===== src/rtl/threshold_monitor_pkg.sv =====
// ---------------------------------------------------------------------------
// threshold_monitor_pkg
// Shared definitions for the threshold monitor slice: the 2-bit zone
// encoding used by the classifier and the zone state machine, plus the
// default parameter values of the top level.
// ---------------------------------------------------------------------------
package threshold_monitor_pkg;

  // Zone encoding; 2'b11 is never produced.
  typedef enum logic [1:0] {
    ZONE_BELOW  = 2'b00,
    ZONE_INSIDE = 2'b01,
    ZONE_ABOVE  = 2'b10
  } zone_t;

  localparam int DEBOUNCE_DEFAULT = 3;
  localparam int CNT_W_DEFAULT    = 8;

endpackage : threshold_monitor_pkg


===== src/rtl/threshold_classify.sv =====
// ---------------------------------------------------------------------------
// threshold_classify
// Purely combinational classifier: compares a 4-bit unsigned sample against
// inclusive low/high thresholds and reports BELOW, INSIDE or ABOVE.
// An inverted threshold pair (thr_lo > thr_hi) is flagged and forces INSIDE.
//
// Ports:
//   sample   in   4  unsigned sample
//   thr_lo   in   4  low threshold, inclusive edge of INSIDE
//   thr_hi   in   4  high threshold, inclusive edge of INSIDE
//   cls      out  2  zone class of the sample (zone_t)
//   cfg_bad  out  1  thresholds inverted
// ---------------------------------------------------------------------------
module threshold_classify
  import threshold_monitor_pkg::*;
(
  input  logic [3:0] sample,
  input  logic [3:0] thr_lo,
  input  logic [3:0] thr_hi,
  output zone_t      cls,
  output logic       cfg_bad
);

  // Two magnitude compares plus the inverted-threshold override.
  always_comb begin
    cls     = ZONE_INSIDE;
    cfg_bad = (thr_lo > thr_hi);
    if (cfg_bad) begin
      cls = ZONE_INSIDE;
    end else if (sample > thr_hi) begin
      cls = ZONE_ABOVE;
    end else if (sample < thr_lo) begin
      cls = ZONE_BELOW;
    end else begin
      cls = ZONE_INSIDE;
    end
  end

endmodule : threshold_classify


===== src/rtl/threshold_monitor.sv =====
// ---------------------------------------------------------------------------
// threshold_monitor
// Classifies a stream of 4-bit samples against programmable thresholds and
// debounces zone changes: a new zone is adopted only after DEBOUNCE
// consecutive agreeing valid samples (idle cycles do not break the run).
// Produces a registered zone, a level alarm (zone != INSIDE), a one-cycle
// change pulse, a misconfiguration flag and a saturating sample counter.
//
// Optional feature (macro MINMAX_TRACK_EN): running min/max of accepted
// samples with a synchronous clear input.
//
// Ports:
//   clk           in   1      rising-edge clock
//   rst           in   1      synchronous reset, active-high
//   sample_valid  in   1      sample qualifier
//   sample        in   4      unsigned sample
//   thr_lo        in   4      low threshold (inclusive)
//   thr_hi        in   4      high threshold (inclusive)
//   zone          out  2      00 BELOW, 01 INSIDE, 10 ABOVE
//   zone_change   out  1      pulse in the cycle zone shows a new value
//   alarm         out  1      zone != INSIDE
//   cfg_err       out  1      thr_lo > thr_hi (registered)
//   sample_cnt    out  CNT_W  accepted samples, saturating
//   minmax_clr    in   1      (MINMAX_TRACK_EN) reload min/max start values
//   min_val       out  4      (MINMAX_TRACK_EN) smallest accepted sample
//   max_val       out  4      (MINMAX_TRACK_EN) largest accepted sample
// ---------------------------------------------------------------------------
module threshold_monitor
  import threshold_monitor_pkg::*;
#(
  parameter int DEBOUNCE = DEBOUNCE_DEFAULT,
  parameter int CNT_W    = CNT_W_DEFAULT
) (
  input  logic             clk,
  input  logic             rst,
  input  logic             sample_valid,
  input  logic [3:0]       sample,
  input  logic [3:0]       thr_lo,
  input  logic [3:0]       thr_hi,
  output logic [1:0]       zone,
  output logic             zone_change,
  output logic             alarm,
  output logic             cfg_err,
`ifdef MINMAX_TRACK_EN
  input  logic             minmax_clr,
  output logic [3:0]       min_val,
  output logic [3:0]       max_val,
`endif
  output logic [CNT_W-1:0] sample_cnt
);

  localparam logic [3:0]       DEB_LIM = 4'(DEBOUNCE);
  localparam logic [CNT_W-1:0] CNT_MAX = {CNT_W{1'b1}};

  zone_t            cls_s;
  logic             cfg_bad_s;

  zone_t            zone_r;
  zone_t            zone_nxt_s;
  zone_t            cand_r;
  zone_t            cand_nxt_s;
  logic [3:0]       deb_cnt_r;
  logic [3:0]       deb_nxt_s;
  logic [3:0]       deb_inc_s;
  logic             upd_s;
  logic             zone_change_r;
  logic             alarm_r;
  logic             cfg_err_r;
  logic [CNT_W-1:0] sample_cnt_r;

  threshold_classify u_classify (
    .sample  (sample),
    .thr_lo  (thr_lo),
    .thr_hi  (thr_hi),
    .cls     (cls_s),
    .cfg_bad (cfg_bad_s)
  );

  assign deb_inc_s = deb_cnt_r + 4'd1;

  // Debounce next-state: candidate tracking and zone adoption.
  always_comb begin
    zone_nxt_s = zone_r;
    cand_nxt_s = cand_r;
    deb_nxt_s  = deb_cnt_r;
    upd_s      = 1'b0;
    if (sample_valid) begin
      if (cls_s == zone_r) begin
        // Sample agrees with the current zone: the run toward the
        // candidate is broken, but the candidate itself is remembered.
        deb_nxt_s = 4'd0;
      end else if (cls_s == cand_r) begin
        if (deb_inc_s == DEB_LIM) begin
          zone_nxt_s = cls_s;
          deb_nxt_s  = 4'd0;
          upd_s      = 1'b1;
        end else begin
          deb_nxt_s = deb_inc_s;
        end
      end else begin
        // New candidate; with a debounce length of one it wins at once.
        cand_nxt_s = cls_s;
        if (DEB_LIM == 4'd1) begin
          zone_nxt_s = cls_s;
          deb_nxt_s  = 4'd0;
          upd_s      = 1'b1;
        end else begin
          deb_nxt_s = 4'd1;
        end
      end
    end else begin
      zone_nxt_s = zone_r;
      cand_nxt_s = cand_r;
      deb_nxt_s  = deb_cnt_r;
      upd_s      = 1'b0;
    end
  end

  // State and output registers.
  always_ff @(posedge clk) begin
    if (rst) begin
      zone_r        <= ZONE_INSIDE;
      cand_r        <= ZONE_INSIDE;
      deb_cnt_r     <= 4'd0;
      zone_change_r <= 1'b0;
      alarm_r       <= 1'b0;
      cfg_err_r     <= 1'b0;
      sample_cnt_r  <= {CNT_W{1'b0}};
    end else begin
      zone_r        <= zone_nxt_s;
      cand_r        <= cand_nxt_s;
      deb_cnt_r     <= deb_nxt_s;
      zone_change_r <= upd_s;
      alarm_r       <= (zone_nxt_s != ZONE_INSIDE);
      cfg_err_r     <= cfg_bad_s;
      if (sample_valid && (sample_cnt_r != CNT_MAX)) begin
        sample_cnt_r <= sample_cnt_r + CNT_W'(1);
      end
    end
  end

  assign zone        = zone_r;
  assign zone_change = zone_change_r;
  assign alarm       = alarm_r;
  assign cfg_err     = cfg_err_r;
  assign sample_cnt  = sample_cnt_r;

`ifdef MINMAX_TRACK_EN
  logic [3:0] min_r;
  logic [3:0] max_r;
  logic [3:0] min_base_s;
  logic [3:0] max_base_s;
  logic [3:0] min_nxt_s;
  logic [3:0] max_nxt_s;

  // Clear first, then fold in a coincident valid sample.
  always_comb begin
    min_base_s = min_r;
    max_base_s = max_r;
    if (minmax_clr) begin
      min_base_s = 4'hF;
      max_base_s = 4'h0;
    end else begin
      min_base_s = min_r;
      max_base_s = max_r;
    end
    min_nxt_s = min_base_s;
    max_nxt_s = max_base_s;
    if (sample_valid) begin
      min_nxt_s = (sample < min_base_s) ? sample : min_base_s;
      max_nxt_s = (sample > max_base_s) ? sample : max_base_s;
    end else begin
      min_nxt_s = min_base_s;
      max_nxt_s = max_base_s;
    end
  end

  // Min/max registers.
  always_ff @(posedge clk) begin
    if (rst) begin
      min_r <= 4'hF;
      max_r <= 4'h0;
    end else begin
      min_r <= min_nxt_s;
      max_r <= max_nxt_s;
    end
  end

  assign min_val = min_r;
  assign max_val = max_r;
`endif

endmodule : threshold_monitor


===== config.mk =====
export PLATFORM = sky130hd
export DESIGN_NAME = threshold_monitor
export DESIGN_NICKNAME = d
export VERILOG_FILES = /design/src/rtl/threshold_monitor_pkg.sv /design/src/rtl/threshold_classify.sv /design/src/rtl/threshold_monitor.sv
export SDC_FILE = /design/constraint.sdc
export NUM_CORES = 1
export LEC_CHECK = 0
export BUFFER_PORTS_ARGS = -buffer_cell sky130_fd_sc_hd__buf_2
export CAP_MARGIN = 10
export CORE_MARGIN = 2
export CORE_UTILIZATION = 35
export CTS_BUF_LIST = sky130_fd_sc_hd__clkbuf_16
export DETAILED_ROUTE_END_ITERATION = 8
export PLACE_DENSITY = 0.64
export REMOVE_ABC_BUFFERS = 1
export SYNTH_ARGS = -nofsm -noshare
export SYNTH_HDL_FRONTEND = slang
export SYNTH_SLANG_ARGS = --single-unit

===== constraint.sdc =====
create_clock -name clk -period 6.4 [get_ports clk]
set_input_delay 1.28 -clock clk [delete_from_list [all_inputs] [get_ports clk]]
set_output_delay 1.28 -clock clk [all_outputs]
set_load 0.01 [all_outputs]

==> metrics, run 1 <==
leakage 0.709 nW; max-slew violations 0; crit path launch type input port; vias in the first global route 1108; DIE HEIGHT 64.5 µm; clock sink count 19; Max Fanout on Critical Path 8; gr ovfl total 0; Worst Hold Path EP sample_cnt[5]; antenna violations before repair 0; I/O Buffers 27; Post-CTS Setup Inserts 0; synth warn 0; Final nets 202; final clock skew 3.26 ps; Max Buffers Root-to-Sink 2; CP top delay family simple AND/OR/NAND/NOR gates; worst min-delay path category reg2reg; area grow syn2layout 19.5%; utilization of the core after routing 44.8%; Non-Filler Instances 218; dpl cells 214; setup violators final 0; Final Hold Fails 0; CTS resizes 0; worst r2r path cells 7; Starting Density 37.5%; #FFs+latches synth 19; GRT Util Overall 14.3%; worst path cell trace buf_2, ha_1, nand4_1, o31ai_1, or3_1, nor3b_4, a211oi_4, nand3_4, mux2_4; CTS tree done; die area 4160 µm²; placed inst area 1450 µm²; Slew @ Worst Pin 540 ps; Reg-to-Reg End sample_cnt[7]; Site Rows 21; Post-DP HPWL 2060 µm; unrepaired setup endpoints after global routing false; Worst slew margin 63.9%; Routed WL per cell 11.7 µm; routed vias/inst 5.12; Power Density 211 nW/µm²; ANT cells 0; Finished Cell Area 1530 µm²; H-tree levels 1; final antenna-violating net count 0; max-cap viol count 0; ratio of cells with drive above 1 in the final layout 25.6%; crit end category flip-flop; Worst Path Buf+Inv 1; status completed; 1st-iter DRT viols 36; Syn Inst Count 144; setup_tns 0 ps; peak supply drop 0.174 mV; Routed WL 2560 µm; global-route wire length before repair 4760 µm; DIE WIDTH 64.5 µm; clk_lat worst skew 250 ps; First-pass DRT Iterations 4; Worst Path Required 6540 ps; reg2reg setup slack 4400 ps; FF-to-FF Start sample_cnt[0]; DRC Markers 0; WP data arrival 3490 ps; CTS root buffer clkbuf_16; Hold Path Depth 2; RePlAce Congestion 0.784; crit path kind in2reg; Peak Freq 0.298 GHz; Slowest-stage cell, CP a211oi_4; largest net degree at the start of global routing 22; Mapped Area 1280 µm²; fin crit period 3350 ps; hold_sp sample_cnt[5]; Core Area 3420 µm²; CTS clock-pin slew for the worst setup and hold paths 50 ps; TritonCTS Buffers 3; Synth cell types 45; Worst path max stage delay 460 ps; via count 1116; mean area per synthesized cell 8.89 µm²; final period utilization 52.4%; sequential element share of the synthesized area 29.7%; # IOs 28; cts hold-fix bufs 0
-- placed cells by master (no fill, tap or decap), types with 2 or more instances in the layout --
cell and count:
and2b_1 3, a21oi_1 3, nand4b_1 2, nand4_1 4, and3_1 2, mux2_4 2, a211oi_1 2, ha_1 14
buf_2 27, dfxtp_1 19, nand2_1 6, xor2_1 4, a31oi_1 3, o31ai_1 3, inv_1 11, nand3_1 4
nor2_1 22, xnor2_1 2, nor2b_1 3, mux2i_1 3, o21ai_0 3, nor3_1 5, clkbuf_16 3
-- power breakdown --
part	internal (mW)	switching, mW
Sequential	0.123	0.00411
Clock	0.0837	0.0420
Combinational	0.0299	0.0399
Total	0.236	0.0861
-- layer usage --
| layer | GRT usage, % | routed length [µm] | part of all wire [%] | up-vias |
|---|---|---|---|---|
| met5 | 0 | 0 | 0 | - |
| met4 | 4.79 | 40 | 1.6 | 0 |
| met3 | 3.13 | 80 | 3.1 | 4 |
| met2 | 26.3 | 1240 | 48 | 16 |
| met1 | 16.4 | 1200 | 47 | 525 |
| li1 | - | - | - | 571 |
-- through the flow --
stage	setup WS, ps	power [mW]	hold slack, ps
floorplan	3070	0.179	474
global placement	2880	0.196	515
detailed placement	2790	0.199	526
CTS	3050	0.326	537
global route	2860	0.339	583
finish	3050	0.322	533
-- worst max path at each step --
| stage | start | end | slack [ps] | cells past startpoint |
|---|---|---|---|---|
| 3_5_place_dp | sample[1] | alarm | 2790 | 9 |
| 2_1_floorplan | thr_hi[1] | alarm | 3070 | 9 |
| 5_1_grt | thr_hi[1] | alarm | 2860 | 9 |
| 6_report | sample[1] | alarm | 3050 | 9 |
| 3_3_place_gp | sample[1] | alarm | 2880 | 9 |
| 4_1_cts | sample[1] | alarm | 3050 | 9 |
-- registers in the layout, indices dropped and copies added (netlist names) --
name / cells
deb_cnt_r: 4
cand_r: 2
alarm: 1
sample_cnt: 8
cfg_err: 1
zone_change: 1
zone: 2
-- synth_stat cells (all sizes together) --
master	count	area share (%)
nor2	22	6.5
dfxtp	19	30
ha	14	14
inv	11	3.2
nand2	6	1.8
nand3	5	2.9
nor3	5	2.0
a21oi	4	1.9
nand4	4	2.0
xor2	4	2.7
a211oi	3	2.7
a31oi	3	1.5
and2b	3	1.8
mux2i	3	2.3
nor2b	3	1.5
o21ai	3	1.2
o31ai	3	1.8
a211o	2	1.5
and2	2	1.1
and3	2	0.98
mux2	2	2.3
nand4b	2	1.4
xnor2	2	1.4
a2111oi	1	1.2
a21bo	1	0.78
a21o	1	0.68
a221o	1	0.88
a32oi	1	0.68
and4	1	0.68
and4b	1	0.78
buf	1	0.88
clkbuf	1	0.29
dlygate4sd1	1	0.68
nor3b	1	1.5
nor4b	1	0.68
o22ai	1	0.49
o2bb2ai	1	0.68
or2	1	0.49
or2b	1	0.59
or3	1	0.49
-- worst min-delay path: cells and delay by family, from the launching register on --
family,cells,cell delay (ps)
flip-flops,1,350
XOR/XNOR,1,70
AND/OR/NAND/NOR,1,70
-- layout make-up --
cell class	instances	area, µm²
Clock buffer	3	75.1
Multi-Input combinational cell	111	835
Timing Repair Buffer	27	135
Inverter	11	41.3
Sequential cell	19	380
Fill cell	352	1890
Clock inverter	1	5.00
Tap cell	46	57.6
-- kinds of logic after synthesis --
logic type,after synthesis,synth area share [%]
buffers and inverters,14,5.08
multiplexers,5,4.69
AO/OA/AOI/OAI,25,15.8
AND/OR/NAND/NOR,61,26.9
adder cells (fa/ha/maj),14,13.7
flip-flops,19,29.7
XOR/XNOR,6,4.11
(Power assumes the default switching activity.)
==> inputs of run 2 (changes only) <==
- PLACE_DENSITY: 0.64 -> 0.66
- clock period: 6.4 -> 2.7 ns (I/O delays scaled with it)
==> run 2 against run 1 <==
Clock power up 140%. Highest routed layer unchanged. Die area unchanged. Clock skew down 2.1 ps. Clock-buffer cell count unchanged. Total power up 150%. Core utilization up 1.6 points. Combinational power rose to 2.8 times the previous value. Flip-flop and latch count unchanged.
==> metrics, run 2 (synthesis results as in run 1) <==
Comb pwr share 24.1% (+2.4 points); M1 WL 1290 µm (+7.9%); Starting Density 37.5% (unchanged); DIE WIDTH 64.5 µm (unchanged); antenna violations before repair 0 (unchanged); status completed; Finished Cell Area 1580 µm² (+3.6%); final antenna-violating net count 0 (unchanged); Top Metal Used met4; clock group share of total power 38.2% (-0.8 points); setup violators final 0 (unchanged); Core Area 3420 µm² (unchanged); largest net degree at the start of global routing 22 (unchanged); max reg flops 8 (unchanged); 1st-iter DRT viols 33 (-8.3%); fin crit period 2510 ps; max-cap viol count 0 (unchanged); CP Depth 10 (+1); global-route wire length before repair 4820 µm (+1.2%); Slowest-stage cell, CP a211oi_4; clock sink count 19 (unchanged); Power Density 502 nW/µm² (+140%); CTS root buffer clkbuf_16; Hold Path Depth 2 (unchanged); utilization of the core after routing 46.4% (+1.6 points); Slew @ Worst Pin 533 ps (-7.01 ps); CTS clock-pin slew for the worst setup and hold paths 50 ps (about the same); die area 4160 µm² (unchanged); First-pass DRT Iterations 5 (+1); final period utilization 92.9%; cts hold-fix bufs 0 (unchanged); Final nets 209 (+3.5%); # IOs 28 (unchanged); Max Buffers Root-to-Sink 2 (unchanged); Peak Freq 0.399 GHz; vias in the first global route 1103 (-0.45%); Worst slew margin 64.3% (+0.47 points); crit path launch type input port; Post-CTS Setup Inserts 0 (unchanged); Worst Path Buf+Inv 2 (+1); wire length on met3 121 µm (+51%); worst min-delay path category reg2reg; unrepaired setup endpoints after global routing false; ratio of cells with drive above 1 in the final layout 28.5% (+2.9 points); leakage 0.740 nW (+4.3%); via count 1117 (+0.090%); CTS tree done; clk_lat worst skew 250 ps (about the same); Routed WL 2650 µm (+3.5%); DIE HEIGHT 64.5 µm (unchanged); routed vias/inst 4.96 (-3.0%); crit end category flip-flop; gr ovfl total 0 (unchanged); DRC Markers 0 (unchanged); Sw Ratio 26.7% (+0.036 points); met2 wire len 1220 µm (-1.7%); Worst Path Required 2840 ps (-3700 ps); Non-Filler Instances 225 (+3.2%); final hold slack 525 ps (-8.21 ps); dpl cells 221 (+3.3%); final clock skew 1.11 ps (-2.15 ps); Final Hold Fails 0 (unchanged); pre-CTS setup slack -46.8 ps (-2830 ps); placed inst area 1500 µm² (+3.6%); most frequent cells in the layout buf_2, nor2_1, dfxtp_1; Post-DP HPWL 2130 µm (+3.7%); RePlAce Congestion 0.815 (+4.0%); H-tree levels 1 (unchanged); setup_tns 0 ps (unchanged); crit path kind in2reg; P_sw 213 µW (+150%); worst r2r path cells 7 (unchanged); GRT Util Overall 14.4% (+0.031 points); TritonCTS Buffers 3 (unchanged); area grow syn2layout 23.8%; Reg power frac 37.7% (-1.6 points); I/O Buffers 27 (unchanged); Worst path max stage delay 410 ps (-50 ps); peak supply drop 0.498 mV (+190%); ANT cells 0 (unchanged); final worst slack 191 ps (-2860 ps); Overall Power 796 µW (+150%); max-slew violations 0 (unchanged); CP top delay family simple AND/OR/NAND/NOR gates; Max Fanout on Critical Path 6 (-2); Routed WL per cell 11.8 µm (+0.30%); Site Rows 21 (unchanged); WP data arrival 2650 ps (-840 ps); Pint 583 µW (+150%); CTS resizes 0 (unchanged); worst path cell trace buf_2, inv_1, ha_1, nand4_1, o31ai_1, or3_1, nor3b_4, a211oi_4, nand3_4, mux2_4; most common cell after layout, fill and taps aside buf_2
run 2: tightest hold or removal path: cells and delay by family (launching register included):
family / cells / cell delay, ps
flip-flops: 1 / 340
AND/OR/NAND/NOR: 1 / 70
AO/OA/AOI/OAI: 1 / 60
run 2: area by class of cell:
cell class                 count  area, µm²
fill                         352       1830
multi-input combinational    111        835
sequential                    19        380
timing repair buffer          34        188
clock buffer                   3       75.1
tap                           46       57.6
inverter                      11       41.3
clock inverter                 1       7.51
run 2: path summary, 6_finish.rpt:
| check | startpoint | endpoint | slack (ps) |
|---|---|---|---|
| setup / recovery | thr_hi[1] | zone[1] | 190 |
| hold / removal | deb_cnt_r[3] | deb_cnt_r[3] | 520 |
| setup reg to reg | sample_cnt[0] | sample_cnt[5] | 730 |
| hold reg to reg | deb_cnt_r[3] | deb_cnt_r[3] | 520 |
run 2: routing by layer:
metal | global-route usage (%) | up-vias
met3 | 4.34 | 2
met2 | 23.3 | 28
met4 | 2.93 | 0
met1 | 18.9 | 501
li1 | - | 586
met5 | 0 | -
run 2: power by group through the flow:
| stage | sequential [mW] | clock, mW | combinational (mW) |
|---|---|---|---|
| after global placement | 0.305 | 0 | 0.186 |
| after floorplan | 0.306 | 0 | 0.119 |
| after detailed placement | 0.306 | 0 | 0.191 |
| after CTS | 0.300 | 0.313 | 0.192 |
| after global routing | 0.302 | 0.332 | 0.216 |
| final | 0.300 | 0.304 | 0.192 |
